==> config.mk <==
export PLATFORM = sky130hd
export DESIGN_NAME = elink_frame_rx
export DESIGN_NICKNAME = d
export VERILOG_FILES = /design/src/rtl/elink_frame_rx.sv
export SDC_FILE = /design/constraint.sdc
export NUM_CORES = 1
export LEC_CHECK = 0
export BUFFER_PORTS_ARGS = -buffer_cell sky130_fd_sc_hd__buf_2
export CAP_MARGIN = 10
export CORE_MARGIN = 2
export CORE_UTILIZATION = 50
export CTS_BUF_LIST = sky130_fd_sc_hd__clkbuf_4 sky130_fd_sc_hd__clkbuf_8
export DETAILED_ROUTE_END_ITERATION = 12
export GPL_ROUTABILITY_DRIVEN = 0
export GPL_TIMING_DRIVEN = 1
export PLACE_DENSITY = 0.8
export SYNTH_ARGS = -nofsm -noshare
export SYNTH_HDL_FRONTEND = slang
export SYNTH_SLANG_ARGS = --single-unit
==> constraint.sdc <==
create_clock -name clk -period 2.44 [get_ports clk]
set_input_delay 0.488 -clock clk [delete_from_list [all_inputs] [get_ports clk]]
set_output_delay 0.488 -clock clk [all_outputs]
set_load 0.005 [all_outputs]
==> src/rtl/elink_frame_rx.sv <==
// E-link uplink frame receiver: hunts a 2-bit/clock stream for the start-of-frame
// word, deserialises the payload, checks the trailing CRC-8 and counts frames/errors.
module elink_frame_rx #(
    parameter logic [15:0] SOF       = 16'hE5A7,
    parameter int          PAYLOAD_W = 76
) (
    input  logic                 clk,
    input  logic                 rst,
    input  logic                 rx_en,
    input  logic [1:0]           rx_elink2bit,
    output logic [PAYLOAD_W-1:0] data_out,
    output logic                 data_valid,
    output logic                 crc_err,
    output logic                 busy,
    output logic [15:0]          frame_cnt,
    output logic [7:0]           err_cnt
);

    localparam int CNT_W = $clog2(PAYLOAD_W / 2);
    localparam logic [CNT_W-1:0] LAST_PAY_SYM = CNT_W'(PAYLOAD_W / 2 - 1);
    localparam logic [CNT_W-1:0] LAST_CRC_SYM = CNT_W'(3);

    typedef enum logic [1:0] {ST_HUNT, ST_PAYLOAD, ST_CRC} state_t;

    state_t                 state_reg, state_next;
    logic [13:0]            hist_reg;
    logic [CNT_W-1:0]       sym_cnt_reg;
    logic [7:0]             crc_reg;
    logic [5:0]             rx_crc_reg;
    logic [PAYLOAD_W-1:0]   payload_reg;
    logic [PAYLOAD_W-1:0]   data_out_reg;
    logic                   data_valid_reg;
    logic                   crc_err_reg;
    logic [15:0]            frame_cnt_reg;
    logic [7:0]             err_cnt_reg;

    logic                   sof_match;
    logic [7:0]             crc_next;
    logic [7:0]             rx_crc_full;

    // One serial CRC-8 (poly 0x07) step per received bit.
    function automatic logic [7:0] crc_step(input logic [7:0] c, input logic b);
        logic fb;
        fb = c[7] ^ b;
        return {c[6:0], 1'b0} ^ (fb ? 8'h07 : 8'h00);
    endfunction

    assign sof_match   = ({hist_reg, rx_elink2bit} == SOF);
    assign crc_next    = crc_step(crc_step(crc_reg, rx_elink2bit[1]), rx_elink2bit[0]);
    assign rx_crc_full = {rx_crc_reg, rx_elink2bit};

    always_ff @(posedge clk) begin
        if (!rst) begin
            state_reg <= ST_HUNT;
        end else begin
            state_reg <= state_next;
        end
    end

    always_comb begin
        state_next = state_reg;
        if (!rx_en) begin
            state_next = ST_HUNT;
        end else begin
            case (state_reg)
                ST_HUNT:    if (sof_match) state_next = ST_PAYLOAD;
                ST_PAYLOAD: if (sym_cnt_reg == LAST_PAY_SYM) state_next = ST_CRC;
                ST_CRC:     if (sym_cnt_reg == LAST_CRC_SYM) state_next = ST_HUNT;
                default:    state_next = ST_HUNT;
            endcase
        end
    end

    always_comb begin
        busy = (state_reg == ST_PAYLOAD) || (state_reg == ST_CRC);
    end

    always_ff @(posedge clk) begin
        if (!rst) begin
            hist_reg       <= '0;
            sym_cnt_reg    <= '0;
            crc_reg        <= '0;
            rx_crc_reg     <= '0;
            payload_reg    <= '0;
            data_out_reg   <= '0;
            data_valid_reg <= 1'b0;
            crc_err_reg    <= 1'b0;
            frame_cnt_reg  <= '0;
            err_cnt_reg    <= '0;
        end else begin
            data_valid_reg <= 1'b0;
            crc_err_reg    <= 1'b0;
            if (!rx_en) begin
                hist_reg    <= '0;
                sym_cnt_reg <= '0;
            end else begin
                case (state_reg)
                    ST_HUNT: begin
                        // History is zeroed on exit so frame contents never alias SOF.
                        if (sof_match) begin
                            hist_reg    <= '0;
                            sym_cnt_reg <= '0;
                            crc_reg     <= '0;
                        end else begin
                            hist_reg <= {hist_reg[11:0], rx_elink2bit};
                        end
                    end
                    ST_PAYLOAD: begin
                        payload_reg <= {payload_reg[PAYLOAD_W-3:0], rx_elink2bit};
                        crc_reg     <= crc_next;
                        sym_cnt_reg <= (sym_cnt_reg == LAST_PAY_SYM) ? '0 : sym_cnt_reg + 1'b1;
                    end
                    ST_CRC: begin
                        rx_crc_reg  <= rx_crc_full[5:0];
                        sym_cnt_reg <= sym_cnt_reg + 1'b1;
                        if (sym_cnt_reg == LAST_CRC_SYM) begin
                            if (rx_crc_full == crc_reg) begin
                                data_out_reg   <= payload_reg;
                                data_valid_reg <= 1'b1;
                                frame_cnt_reg  <= frame_cnt_reg + 16'd1;
                            end else begin
                                crc_err_reg <= 1'b1;
                                if (err_cnt_reg != 8'hFF) begin
                                    err_cnt_reg <= err_cnt_reg + 8'd1;
                                end
                            end
                        end
                    end
                    default: begin
                        hist_reg <= '0;
                    end
                endcase
            end
        end
    end

    assign data_out   = data_out_reg;
    assign data_valid = data_valid_reg;
    assign crc_err    = crc_err_reg;
    assign frame_cnt  = frame_cnt_reg;
    assign err_cnt    = err_cnt_reg;

endmodule

Word-level counts from Yosys, hierarchy flattened:

Index checks and enable logic that the tools add are counted.

* $add $sub $neg: 3
* equal/unequal tests: 10
* multiplexer cells: 15
* bitwise logic cells: 5
* reductions and logical operators: 14

Operator list (count)
* 14-bit case mux with 2 select lines: 1
* 6-bit case mux with 3 select lines: 1
* 16-bit by 1-bit adder with 16-bit output (second input constant): 1
* 16-bit == test (second input constant): 1
* 8-bit case mux with 2 select lines: 1
* 8-bit by 3-bit bitwise XOR with 8-bit output: 2
* 14-bit two-way mux: 1
* 6-bit two-way mux: 2
* 8-bit by 1-bit adder with 8-bit output (second input constant): 1
* 8-bit == test: 1
* 8-bit two-way mux: 1
* 8-bit inequality test (second input constant): 1
* 2-bit AND reduction: 4
* 4-bit AND reduction: 2
* 6-bit by 1-bit adder with 6-bit output (second input constant): 1
* 6-bit by 2-bit == test with 1-bit output (second input constant): 1
* 6-bit == test (second input constant): 1
* 2-bit two-way mux: 3
* 3-bit two-way mux: 2
* 2-bit inequality test (second input constant): 3
* 2-bit case mux with 3 select lines: 1
* 3-bit AND reduction: 2
* 5-bit AND reduction: 1
* 3-bit nonzero test: 1
* other kinds (9): 11

* flip-flop bits (word level): 214
* bits of input ports: 5

Logic depth before layout (Yosys ltp):

* depth after elaboration: 7
* gate-level depth with buffers: 11
* depth with buffers taken out: 7

Least setup slack after synthesis:

No wires, ideal clock.

* path type: reg2reg
* from: register state_reg[0]
* to: register frame_cnt_reg[15], in the netlist frame_cnt[15]
* arrival: 2.100 ns
* data required time: 2.368 ns
* slack: 0.268 ns
* cell stages (with the launch flop): 10
* path buffers: 2
* period minus slack after synthesis: 2.172 ns
* cell sequence: dfxtp_1 inv_1 ha_1 clkbuf_1 nand2_1 nor4_4 nand3_2 clkbuf_1 nor4_1 mux2i_1

* word-level cells in the longest chain between the ends: 2

Ends and longest elaborated chain
* from (decl): line 25 `state_t state_reg, state_next;`
* from (signal assigned): line 56 `state_reg <= state_next;`
* 2-bit == test: line 97 `case (state_reg)`
* 4-bit AND reduction (no source line)
* to (signal assigned): line 120 `frame_cnt_reg <= frame_cnt_reg + 16'd1;`
* to (decl): line 34 `logic [15:0] frame_cnt_reg;`

Every way passes these cells.
A chain may end at the register's enable or synchronous reset.

Final worst setup path:

* from: register state_reg[0]
* to: output busy

* word-level cells in the longest chain between the ends: 2

Ends and longest elaborated chain
* 2-bit by 1-bit == test with 1-bit output or 2-bit == test (tied branches): line 75 `busy = (state_reg == ST_PAYLOAD) || (state_reg == ST_CRC);`
* 1-bit logical OR (*): line 75
* to (decl): line 14 `output logic busy,`

Every way passes the cells marked *; elsewhere a longest branch is shown, timed or not.

==> impl_metrics.tcl <==
set metrics [dict create \
    grt_max_degree 77 \
    irDropWorstVdd_mv 0.586 \
    powerDensity_mw_per_mm2 706 \
    std_cell_rows 46 \
    fin_setup_tns_ns 0 \
    syn_area_per_cell_um2 8.01 \
    start_util_pct 51.2 \
    cts.htree.levels 2 \
    dr.pass1.iters 5 \
    end_kind "output pin" \
    maxCapViolCount 0 \
    status "completed" \
    dieHeight_um 132 \
    ys.flop_type "dfxtp_1" \
    grt_util_all_layers_pct 20.0 \
    r2r-end "frame_cnt[12]" \
    path_class "reg2out" \
    startpoint_type "register" \
    hp-class "in2reg" \
    yosys_warnings 0 \
    syn_to_final_growth_pct 17.8 \
    io_pins 108 \
    dp_slack_ns 0.266 \
    p_leak_uw 0.00348 \
    min_from "rx_elink2bit[1]" \
    insertion_delay_ns 0.52 \
    first_global_vias 6382 \
    drc 0 \
    min_to "rx_crc_reg[1]" \
    utilization_pct 60.3 \
    r2r_start "sym_cnt_reg[0]" \
    cts_tree "built" \
    synth_seq_cells 214 \
    slew_headroom_pct 55.9 \
    min_path_cells 3 \
    place_hpwl_mm 10.7 \
    rrSetupSlack_ns 0.29 \
    rsz0062_at_grt "false" \
    numCtsBuffers 35 \
    finalCritPeriodShare_pct 93.9 \
    synthTopCellsByArea "dfxtp_1 (53%), nand2_1 (16%), a21oi_1 (12%)" \
    grt_overflow 0 \
    syn_area_mm2 0.00816 \
    holdBufCountCts 0 \
    grt_first_pass_wirelength_mm 29.7 \
    worst_slew_pin_slew_ns 0.658 \
    core_region_area_mm2 0.0159 \
    vias_per_cell 5.25 \
    synth-async-reset-ratio_pct 0 \
    ys_types 43 \
    ant_nets 0 \
    hold_viol 0 \
    vias 7064 \
    synth_top_cell_by_area "dfxtp_1" \
    cp_max_fo 17 \
    cts.clk_slew.worst_paths_ns 0.07 \
    max_freq_mhz 437 \
    clock_tree.root_cell "clkbuf_8" \
    seq_area_frac_synth_pct 52.5 \
    critical_path_required_ns 1.95 \
    drive_gt1_share_pct 17.4 \
    wl_mm 17.4 \
    finClkSkew_ns 0.0190 \
    setup_viol 0 \
    synth_commonest_cells "nand2_1 (355), dfxtp_1 (214), a21oi_1 (198)" \
    die_w_um 132 \
    synth_top_area_share_pct 52.5 \
    synthesis.instances 1018 \
    port_buffers 107 \
    num_antenna_cells 0 \
    post-route-min-period_ns 2.29 \
    cts_buffer_depth 3 \
    first_iter_violations 504 \
    ff2ff_path_depth 6 \
    synth_edf_count 0 \
    layout_setup_ws_ns 0.149 \
    antenna_found_initial 0 \
    synth.most_common_cell "nand2_1" \
    fin_nets 1118 \
    arrival_ns 1.80 \
    wl_per_cell_um 12.9 \
    fp.dieArea_mm2 0.0174 \
    slew_viol_final 0 \
    synth_nets 1030 \
    cts.sinks 214 \
]
cell families (layout without fill, tap and decap cells):
family / after synthesis / in the layout / synth area share (%)
flip-flops: 214 / 214 / 52.5
AO/OA/AOI/OAI: 232 / 232 / 15.0
AND/OR/NAND/NOR: 463 / 463 / 25.0
buffers and inverters: 79 / 190 / 3.82
multiplexers: 7 / 7 / 0.859
adder cells (fa/ha/maj): 7 / 7 / 1.07
XOR/XNOR: 16 / 16 / 1.72
where the power goes:
| group | switching, uW | internal [uW] |
|---|---|---|
| clock | 1370 | 1810 |
| combinational | 74.6 | 21.9 |
| sequential | 1.66 | 3500 |
stage by stage:
stage | cells | hold WS [ns] | area, um^2 | power [uW]
2_1_floorplan | 1018 | 0.432 | 8160 | 3640
5_1_grt | 1345 | 0.307 | 9610 | 7050
3_3_place_gp | 1285 | 0.439 | 8890 | 3670
4_1_cts | 1345 | 0.277 | 9610 | 6860
6_report | 1345 | 0.306 | 9610 | 6780
3_5_place_dp | 1285 | 0.443 | 8890 | 3670
repair_timing:
item,in CTS,in global routing
buffers inserted,0,0
endpoints found under the setup margin,0,1
resized for setup,0,1
metal layers:
layer  part of all wire (%)  vias to the layer above  GRT usage (%)  routed length (um)
li1                       -                     3574              -                   -
met1                     47                     3290           27.2                8120
met2                     46                      174           31.6                8010
met3                    5.7                       26           4.36                 989
met4                    1.7                        0           6.76                 290
met5                      0                        -              0                   0
layout make-up:
class | count | area (um^2)
well taps | 216 | 270
fillers | 1445 | 6330
multi-input cells | 725 | 3580
clock inverters | 6 | 68.8
clock buffers | 54 | 649
inverters | 7 | 31.3
repair buffers | 123 | 731
flip-flops and latches | 214 | 4280
worst max path at each step:
stage	start	endpoint	slack [ns]	depth (start not counted)
global route	state_reg[0]	busy	0.04	4
CTS	state_reg[0]	busy	0.01	4
floorplan	state_reg[0]	frame_cnt[15]	0.27	9
detailed placement	rx_elink2bit[0]	sym_cnt_reg[5]	0.27	6
global placement	rx_elink2bit[0]	frame_cnt[12]	0.31	6
finish	state_reg[0]	busy	0.15	4
placed cells by master (no fill, tap or decap), types with 3 or more instances in the layout:
cell      Yosys  routed
and4_1        3       3
o31ai_1       7       7
nand3_1      23      23
clkbuf_4      0      15
nand2b_1      9       9
nand4_1       9       9
a21oi_1     198     198
inv_1         7       6
nand2_1     355     354
or4_1         6       6
clkbuf_8      0      39
xnor2_1      11      11
buf_4         1      10
buf_2         9     107
xor2_1        5       5
dfxtp_1     214     214
o21ai_0      12      12
nor2_1       10      10
inv_6         0       3
mux2i_1       7       7
buf_12        0       6
or3_1         9       9
nand4b_1      3       3
nor2b_1       5       5
nand3b_1     15      15
ha_1          7       6
worst max-delay path, cell delays in order, from the launching register on:
cell     delay [ns]
dfxtp_1        0.36
inv_1          0.07
ha_2           0.46
buf_4          0.24
buf_2          0.13
Power figures use the tool's default switching activity.
